### src/rtl/wb_pkg.sv
// Shared definitions for the writeback/requantization unit:
// FSM states, Unified Buffer address width and the int8 saturation helper.
package wb_pkg;

  localparam int NUM_BANKS  = 16;
  localparam int BANK_DEPTH = 16;
  localparam int BANK_BITS  = $clog2(NUM_BANKS);
  localparam int ADDR_WIDTH = BANK_BITS + $clog2(BANK_DEPTH);

  typedef enum logic [1:0] {
    IDLE  = 2'd0,
    RUN   = 2'd1,
    DRAIN = 2'd2,
    DONE  = 2'd3
  } wb_state_e;

  // Clamp v into the signed range of a w-bit word; caller truncates to w bits.
  function automatic logic signed [63:0] sat_signed(input logic signed [63:0] v, input int w);
    logic signed [63:0] hi;
    logic signed [63:0] lo;
    hi = (64'sd1 <<< (w - 1)) - 64'sd1;
    lo = -hi - 64'sd1;
    if (v > hi) return hi;
    if (v < lo) return lo;
    return v;
  endfunction

endpackage

### src/rtl/requant_pipe.sv
// Requantization datapath: input capture, scale multiply, rounding shift,
// ReLU + saturation. Valid and write address travel with each beat.
module requant_pipe
  import wb_pkg::*;
#(
  parameter int ACC_WIDTH   = 32,
  parameter int DATA_WIDTH  = 8,
  parameter int SCALE_WIDTH = 16,
  parameter int SHIFT_WIDTH = 5
) (
  input  logic                   clk_i,
  input  logic                   rst_i,
  input  logic                   en_i,
  input  logic [SCALE_WIDTH-1:0] scale_i,
  input  logic [SHIFT_WIDTH-1:0] shift_i,
  input  logic                   relu_i,
  input  logic                   vld_i,
  input  logic [ACC_WIDTH-1:0]   data_i,
  input  logic [ADDR_WIDTH-1:0]  addr_i,
  output logic                   vld_o,
  output logic [DATA_WIDTH-1:0]  data_o,
  output logic [ADDR_WIDTH-1:0]  addr_o,
  output logic                   inflight_o
);

  localparam int PROD_W = ACC_WIDTH + SCALE_WIDTH;

  function automatic logic signed [PROD_W-1:0] round_shift(input logic signed [PROD_W-1:0] v,
                                                           input logic [SHIFT_WIDTH-1:0] sh);
    logic signed [PROD_W-1:0] bias;
    bias = PROD_W'(1) << (sh - SHIFT_WIDTH'(1));
    if (sh == '0) return v;
    return (v + bias) >>> sh;
  endfunction

  logic signed [SCALE_WIDTH-1:0] scale_s;
  logic signed [ACC_WIDTH-1:0]   acc_p0_q;
  logic signed [PROD_W-1:0]      prod_p1_q;
  logic signed [PROD_W-1:0]      r_p2_q;
  logic signed [PROD_W-1:0]      r_relu;
  logic signed [DATA_WIDTH-1:0]  data_p3_d;
  logic signed [DATA_WIDTH-1:0]  data_p3_q;
  logic [ADDR_WIDTH-1:0]         addr_p0_q, addr_p1_q, addr_p2_q, addr_p3_q;
  logic                          vld_p0_q, vld_p1_q, vld_p2_q, vld_p3_q;

  assign scale_s = scale_i;

  always_comb begin
    r_relu = r_p2_q;
    if (relu_i && r_p2_q[PROD_W-1]) r_relu = '0;
    data_p3_d = DATA_WIDTH'(sat_signed(64'(r_relu), DATA_WIDTH));
  end

  // p0 capture -> p1 product -> p2 rounded shift -> p3 saturated output
  always_ff @(posedge clk_i or posedge rst_i) begin
    if (rst_i) begin
      vld_p0_q  <= 1'b0;
      vld_p1_q  <= 1'b0;
      vld_p2_q  <= 1'b0;
      vld_p3_q  <= 1'b0;
      data_p3_q <= '0;
      addr_p3_q <= '0;
    end else if (en_i) begin
      vld_p0_q  <= vld_i;
      vld_p1_q  <= vld_p0_q;
      vld_p2_q  <= vld_p1_q;
      vld_p3_q  <= vld_p2_q;
      data_p3_q <= data_p3_d;
      addr_p3_q <= addr_p2_q;
    end
  end

  always_ff @(posedge clk_i) begin
    if (en_i) begin
      acc_p0_q  <= data_i;
      addr_p0_q <= addr_i;
      prod_p1_q <= PROD_W'(acc_p0_q) * PROD_W'(scale_s);
      addr_p1_q <= addr_p0_q;
      r_p2_q    <= round_shift(prod_p1_q, shift_i);
      addr_p2_q <= addr_p1_q;
    end
  end

  assign vld_o      = vld_p3_q;
  assign data_o     = data_p3_q;
  assign addr_o     = addr_p3_q;
  // The last stage is excluded: its write retires in the same cycle the FSM leaves DRAIN.
  assign inflight_o = vld_p0_q | vld_p1_q | vld_p2_q;

endmodule

### src/rtl/writeback_requant_unit.sv
// Writeback stage for the Unified Buffer WB port: job FSM, beat and address
// counters around the requantization pipeline.
module writeback_requant_unit
  import wb_pkg::*;
#(
  parameter int ACC_WIDTH   = 32,
  parameter int DATA_WIDTH  = 8,
  parameter int SCALE_WIDTH = 16,
  parameter int SHIFT_WIDTH = 5
) (
  input  logic                   CLK,
  input  logic                   ASYNC_RST,
  input  logic                   EN,
  input  logic                   Start,
  input  logic [ADDR_WIDTH-1:0]  BaseAddress,
  input  logic [ADDR_WIDTH:0]    Count,
  input  logic [SCALE_WIDTH-1:0] Scale,
  input  logic [SHIFT_WIDTH-1:0] Shift,
  input  logic                   ReluEn,
  input  logic                   AccValid,
  output logic                   AccReady,
  input  logic [ACC_WIDTH-1:0]   AccData,
  output logic                   WbWriteValid,
  output logic [ADDR_WIDTH-1:0]  WbWriteAddress,
  output logic [DATA_WIDTH-1:0]  WbWriteData,
  output logic                   Busy,
  output logic                   Done
);

  wb_state_e              state_q, state_d;
  logic [ADDR_WIDTH:0]    remain_q, remain_d;
  logic [ADDR_WIDTH-1:0]  addr_q, addr_d;
  logic [SCALE_WIDTH-1:0] scale_q;
  logic [SHIFT_WIDTH-1:0] shift_q;
  logic                   relu_q;
  logic                   accept;
  logic                   inflight;
  logic                   pipe_vld;

  assign AccReady = EN & (state_q == RUN) & (remain_q != '0);
  assign accept   = AccValid & AccReady;

  always_comb begin
    state_d  = state_q;
    remain_d = remain_q;
    addr_d   = addr_q;
    case (state_q)
      IDLE: begin
        if (Start && EN) begin
          remain_d = Count;
          addr_d   = BaseAddress;
          state_d  = (Count == '0) ? DONE : RUN;
        end
      end
      RUN: begin
        if (accept) begin
          remain_d = remain_q - (ADDR_WIDTH + 1)'(1);
          addr_d   = addr_q + ADDR_WIDTH'(1);
          if (remain_q == (ADDR_WIDTH + 1)'(1)) state_d = DRAIN;
        end
      end
      DRAIN: begin
        if (!inflight) state_d = DONE;
      end
      DONE: state_d = IDLE;
      default: state_d = IDLE;
    endcase
  end

  always_ff @(posedge CLK or posedge ASYNC_RST) begin
    if (ASYNC_RST) begin
      state_q  <= IDLE;
      remain_q <= '0;
      addr_q   <= '0;
    end else if (EN) begin
      state_q  <= state_d;
      remain_q <= remain_d;
      addr_q   <= addr_d;
    end
  end

  // Job configuration is captured only when a Start is accepted.
  always_ff @(posedge CLK) begin
    if (EN && Start && state_q == IDLE) begin
      scale_q <= Scale;
      shift_q <= Shift;
      relu_q  <= ReluEn;
    end
  end

  requant_pipe #(
    .ACC_WIDTH  (ACC_WIDTH),
    .DATA_WIDTH (DATA_WIDTH),
    .SCALE_WIDTH(SCALE_WIDTH),
    .SHIFT_WIDTH(SHIFT_WIDTH)
  ) u_pipe (
    .clk_i     (CLK),
    .rst_i     (ASYNC_RST),
    .en_i      (EN),
    .scale_i   (scale_q),
    .shift_i   (shift_q),
    .relu_i    (relu_q),
    .vld_i     (accept),
    .data_i    (AccData),
    .addr_i    (addr_q),
    .vld_o     (pipe_vld),
    .data_o    (WbWriteData),
    .addr_o    (WbWriteAddress),
    .inflight_o(inflight)
  );

  assign WbWriteValid = pipe_vld & EN;
  assign Busy         = (state_q == RUN) | (state_q == DRAIN);
  assign Done         = (state_q == DONE) & EN;

endmodule
### config.mk
export PLATFORM = sky130hd
export DESIGN_NAME = writeback_requant_unit
export DESIGN_NICKNAME = d
export VERILOG_FILES = /design/src/rtl/wb_pkg.sv /design/src/rtl/requant_pipe.sv /design/src/rtl/writeback_requant_unit.sv
export SDC_FILE = /design/constraint.sdc
export NUM_CORES = 2
export LEC_CHECK = 0
export ABC_AREA = 1
export BUFFER_PORTS_ARGS = -buffer_cell sky130_fd_sc_hd__buf_2
export CAP_MARGIN = 25
export CELL_PAD_IN_SITES_DETAIL_PLACEMENT = 0
export CELL_PAD_IN_SITES_GLOBAL_PLACEMENT = 1
export CORE_ASPECT_RATIO = 0.5
export CORE_UTILIZATION = 41
export DETAILED_ROUTE_END_ITERATION = 8
export GPL_ROUTABILITY_DRIVEN = 0
export GPL_TIMING_DRIVEN = 0
export PLACE_DENSITY = 0.69
export SETUP_SLACK_MARGIN = 0.05
export SYNTH_ARGS = -nofsm -noshare
export SYNTH_HDL_FRONTEND = slang
export SYNTH_SLANG_ARGS = --single-unit
### constraint.sdc
create_clock -name CLK -period 7.6 [get_ports CLK]
set_clock_uncertainty 0.05 [all_clocks]
set_input_delay 0.38 -clock CLK [delete_from_list [all_inputs] [get_ports CLK]]
set_output_delay 0.38 -clock CLK [all_outputs]
set_load 0.01 [all_outputs]
==> summary.txt <==
Slew headroom -> 25.9%
chip height -> 202 um
Syn Inst Count -> 4250
n_diodes -> 0
Overflow after GRT -> 0
DP Area -> 34500 um2
CP peak stage delay -> 700 ps
area added between synthesis and finish -> 10.5%
vias in the first global route -> 28767
cell-by-cell trace of the critical path -> clkbuf_1 > nand2_1 > fa_1 > fa_1 > fa_1 > inv_1 > fa_1 > fa_1 > inv_1 > fa_1 > inv_1 > ha_1 > a21oi_1 > inv_1 > a21oi_1 > o221ai_1 > inv_1 > nand2_1 > a21oi_1 > o21ai_1 > a31oi_1 > xor2_1
# fillers -> 8040
Final Non-Filler Cells -> 5497
flops & latches, synth -> 213
Via density -> 5.10
Min-Delay Path Class -> primary input to flip-flop
via count -> 28042
first-pass GRT wire length -> 172000 um
leading cell types in the layout, fill and taps excluded -> 1114 x nand2_1, 1014 x inv_1, 487 x fa_1, 377 x nand3_1, 211 x nor2_1
CP Capture Type -> flip-flop
CP top delay family -> adder cells
CTS max path bufs -> 3
Cell variety after synth -> 63
CP Launch Type -> flip-flop
commonest non-fill, non-tap cell in the layout -> nand2_1
outcome -> completed
Seq/Total Area, Yosys -> 19.0%
cell area after layout -> 36100 um2
ANT nets after route -> 0
unrepaired setup endpoints after global routing -> yes
Starting Density -> 41.9%
Post-Syn Nets -> 4969
final core occ -> 46.2%
First-pass DRT Iterations -> 7
final WL -> 113000 um
DRC -> 0
Crit path top cell by count -> fa_1
DIE AREA -> 80800 um2
final worst slack -> 340 ps
Rows -> 72
Pins Over Slew Limit -> 0
antenna violations before repair -> 0
HPWL after DPL -> 94200 um
post-route minimum period -> 7260 ps
mean post-synth cell area -> 7.68 um2
Worst Path Required -> 7900 ps
DRT iter0 DRCs -> 2286
Core Area -> 78000 um2
layout net count -> 5161
I/O pins -> 96
TritonCTS clock tree -> built
Synth area leader -> fa_1
clk root buf -> clkbuf_16
Hold Fails Final Rpt -> 0
final setup fails -> 0
fin crit share -> 95.5%
Multi-input gate area -> 21800 um2
Max Cap Viol -> 0
H-tree depth -> 1
Syn Std Cell Area -> 32700 um2
drt wl/cell -> 20.6 um
Critical Path Slowest Stage Cell -> clkbuf_1
pre-CTS WS -> 138 ps
Setup CP Type -> flip-flop to flip-flop
worst-margin pin slew -> 1110 ps
Fmax -> 0.138 GHz
Yosys top cell area share -> 29.9%
layout cells sized above 1 -> 6.19%
placed insts -> 5387
ranking of synthesized cells by area -> fa_1 30%, edfxtp_1 16%, nand2_1 13%, inv_1 12%, ha_1 6.0%
Total GRT Usage -> 28.3%
Clock Latency Late Sink -> 620 ps
Reg area -> 6200 um2
crit path DAT -> 7560 ps
CTS Buf Count -> 25
largest net degree at the start of global routing -> 80
worst-path fanout max -> 10
clock-pin slew on the worst setup and hold paths -> 70 ps
Port Buffer Count -> 95
Die Span X -> 401 um
yosys warns -> 0
Clock Sink Count -> 213
CP Buf/Inv Count -> 6
==> state kept, by name, indices dropped and copies added (netlist names) <==
| register | count |
|---|---|
| u_pipe.addr_o | 8 |
| u_pipe.addr_p0_q | 8 |
| u_pipe.addr_p1_q | 8 |
| u_pipe.addr_p2_q | 8 |
| u_pipe.prod_p1_q | 48 |
| relu_q | 1 |
| u_pipe.vld_o | 1 |
| u_pipe.vld_p0_q | 1 |
| remain_q | 9 |
| state_q | 2 |
| u_pipe.vld_p1_q | 1 |
| u_pipe.acc_p0_q | 32 |
| u_pipe.r_p2_q | 48 |
| addr_q | 8 |
| shift_q | 5 |
| scale_q | 16 |
| u_pipe.data_o | 8 |
| u_pipe.vld_p2_q | 1 |
==> path summary, 6_finish.rpt <==
path	start	to	slack, ps	depth (start not counted)
max reg2reg	scale_q[1]	u_pipe.prod_p1_q[45]	340	22
max in group asynchronous	ASYNC_RST	remain_q[0]	6920	4
max	scale_q[1]	u_pipe.prod_p1_q[45]	340	22
min in group asynchronous	ASYNC_RST	u_pipe.data_o[1]	150	3
min reg2reg	u_pipe.addr_p0_q[4]	u_pipe.addr_p1_q[4]	370	0
min	BaseAddress[2]	addr_q[2]	30	3
==> worst reg2reg max path: cells and delay by family, from the launching register on <==
| family | cells | cell delay [ps] |
|---|---|---|
| XOR/XNOR | 1 | 110 |
| flip-flops | 1 | 640 |
| AND/OR/NAND/NOR | 2 | 260 |
| buffers and inverters | 6 | 1040 |
| adder cells (fa/ha/maj) | 7 | 3500 |
| AO/OA/AOI/OAI | 6 | 1370 |
==> metal layers <==
metal / up-vias / share of wire, % / wire, um / global-route usage [%]
li1: 13214 / - / - / -
met2: 989 / 43 / 48800 / 44.0
met3: 181 / 7.9 / 8900 / 5.01
met1: 13658 / 46 / 51800 / 40.3
met5: - / 0 / 0 / 0
met4: 0 / 3.3 / 3760 / 8.37
==> area by class of cell <==
cell class | instances | area share [%]
Timing Repair Buffer | 165 | 3.35
Clock buffer | 27 | 1.81
Buffer | 172 | 2.11
Multi-Input combinational cell | 2837 | 60.6
Sequential cell | 213 | 17.2
Clock inverter | 19 | 0.687
Inverter | 1028 | 10.7
Tap cell | 1036 | 3.59
==> kinds of logic (layout without fill, tap and decap cells) <==
group,after synthesis,after routing,share of synthesized area [%]
buf+inv,1200,1411,14.1
compound gates,250,250,4.48
flops,213,213,19.0
fa+ha+maj,643,643,35.8
xor+xnor,76,76,2.04
mux,1,1,0.0307
simple gates,1867,1867,24.5
==> metrics by stage <==
stage / TNS (ps) / hold WS, ps
6_report: 0 / 26.4
5_1_grt: 0 / 20.2
4_1_cts: 0 / 1.82
3_5_place_dp: 0 / 211
3_3_place_gp: -67820 / 351
2_1_floorplan: 0 / 350
==> timing repair <==
| item | 4_1_cts | 5_1_grt |
|---|---|---|
| setup buffers | 0 | 0 |
| hold endpoints to repair | 101 | 0 |
| gates resized for setup | 0 | 24 |
| endpoints found under the setup margin | 0 | 7 |
| hold buffers | 63 | 0 |
==> synthesized netlist by cell type, drive strengths merged <==
cell / instances
nor3: 26
o21a: 7
o22ai: 1
mux2i: 1
clkinv: 2
nor4b: 1
nand2b: 1
o31ai: 4
or2: 13
and2: 2
and3: 2
a21oi: 114
edfxtp: 174
o41ai: 1
a21boi: 3
inv: 1026
xnor2: 30
fa: 487
a311oi: 1
ha: 156
o21bai: 1
o21ai: 64
o31a: 1
buf: 29
xor2: 46
nand3b: 12
dfrtp: 39
nand4: 38
a22oi: 6
a21o: 3
o2111ai: 2
clkbuf: 143
nand2: 1134
nand3: 386
a31oi: 16
o221ai: 3
o211ai: 23
nor4: 15
nor2: 237
Power is not shown: default switching activity piles up to over one toggle a cycle in this logic, so the estimate is an artifact.
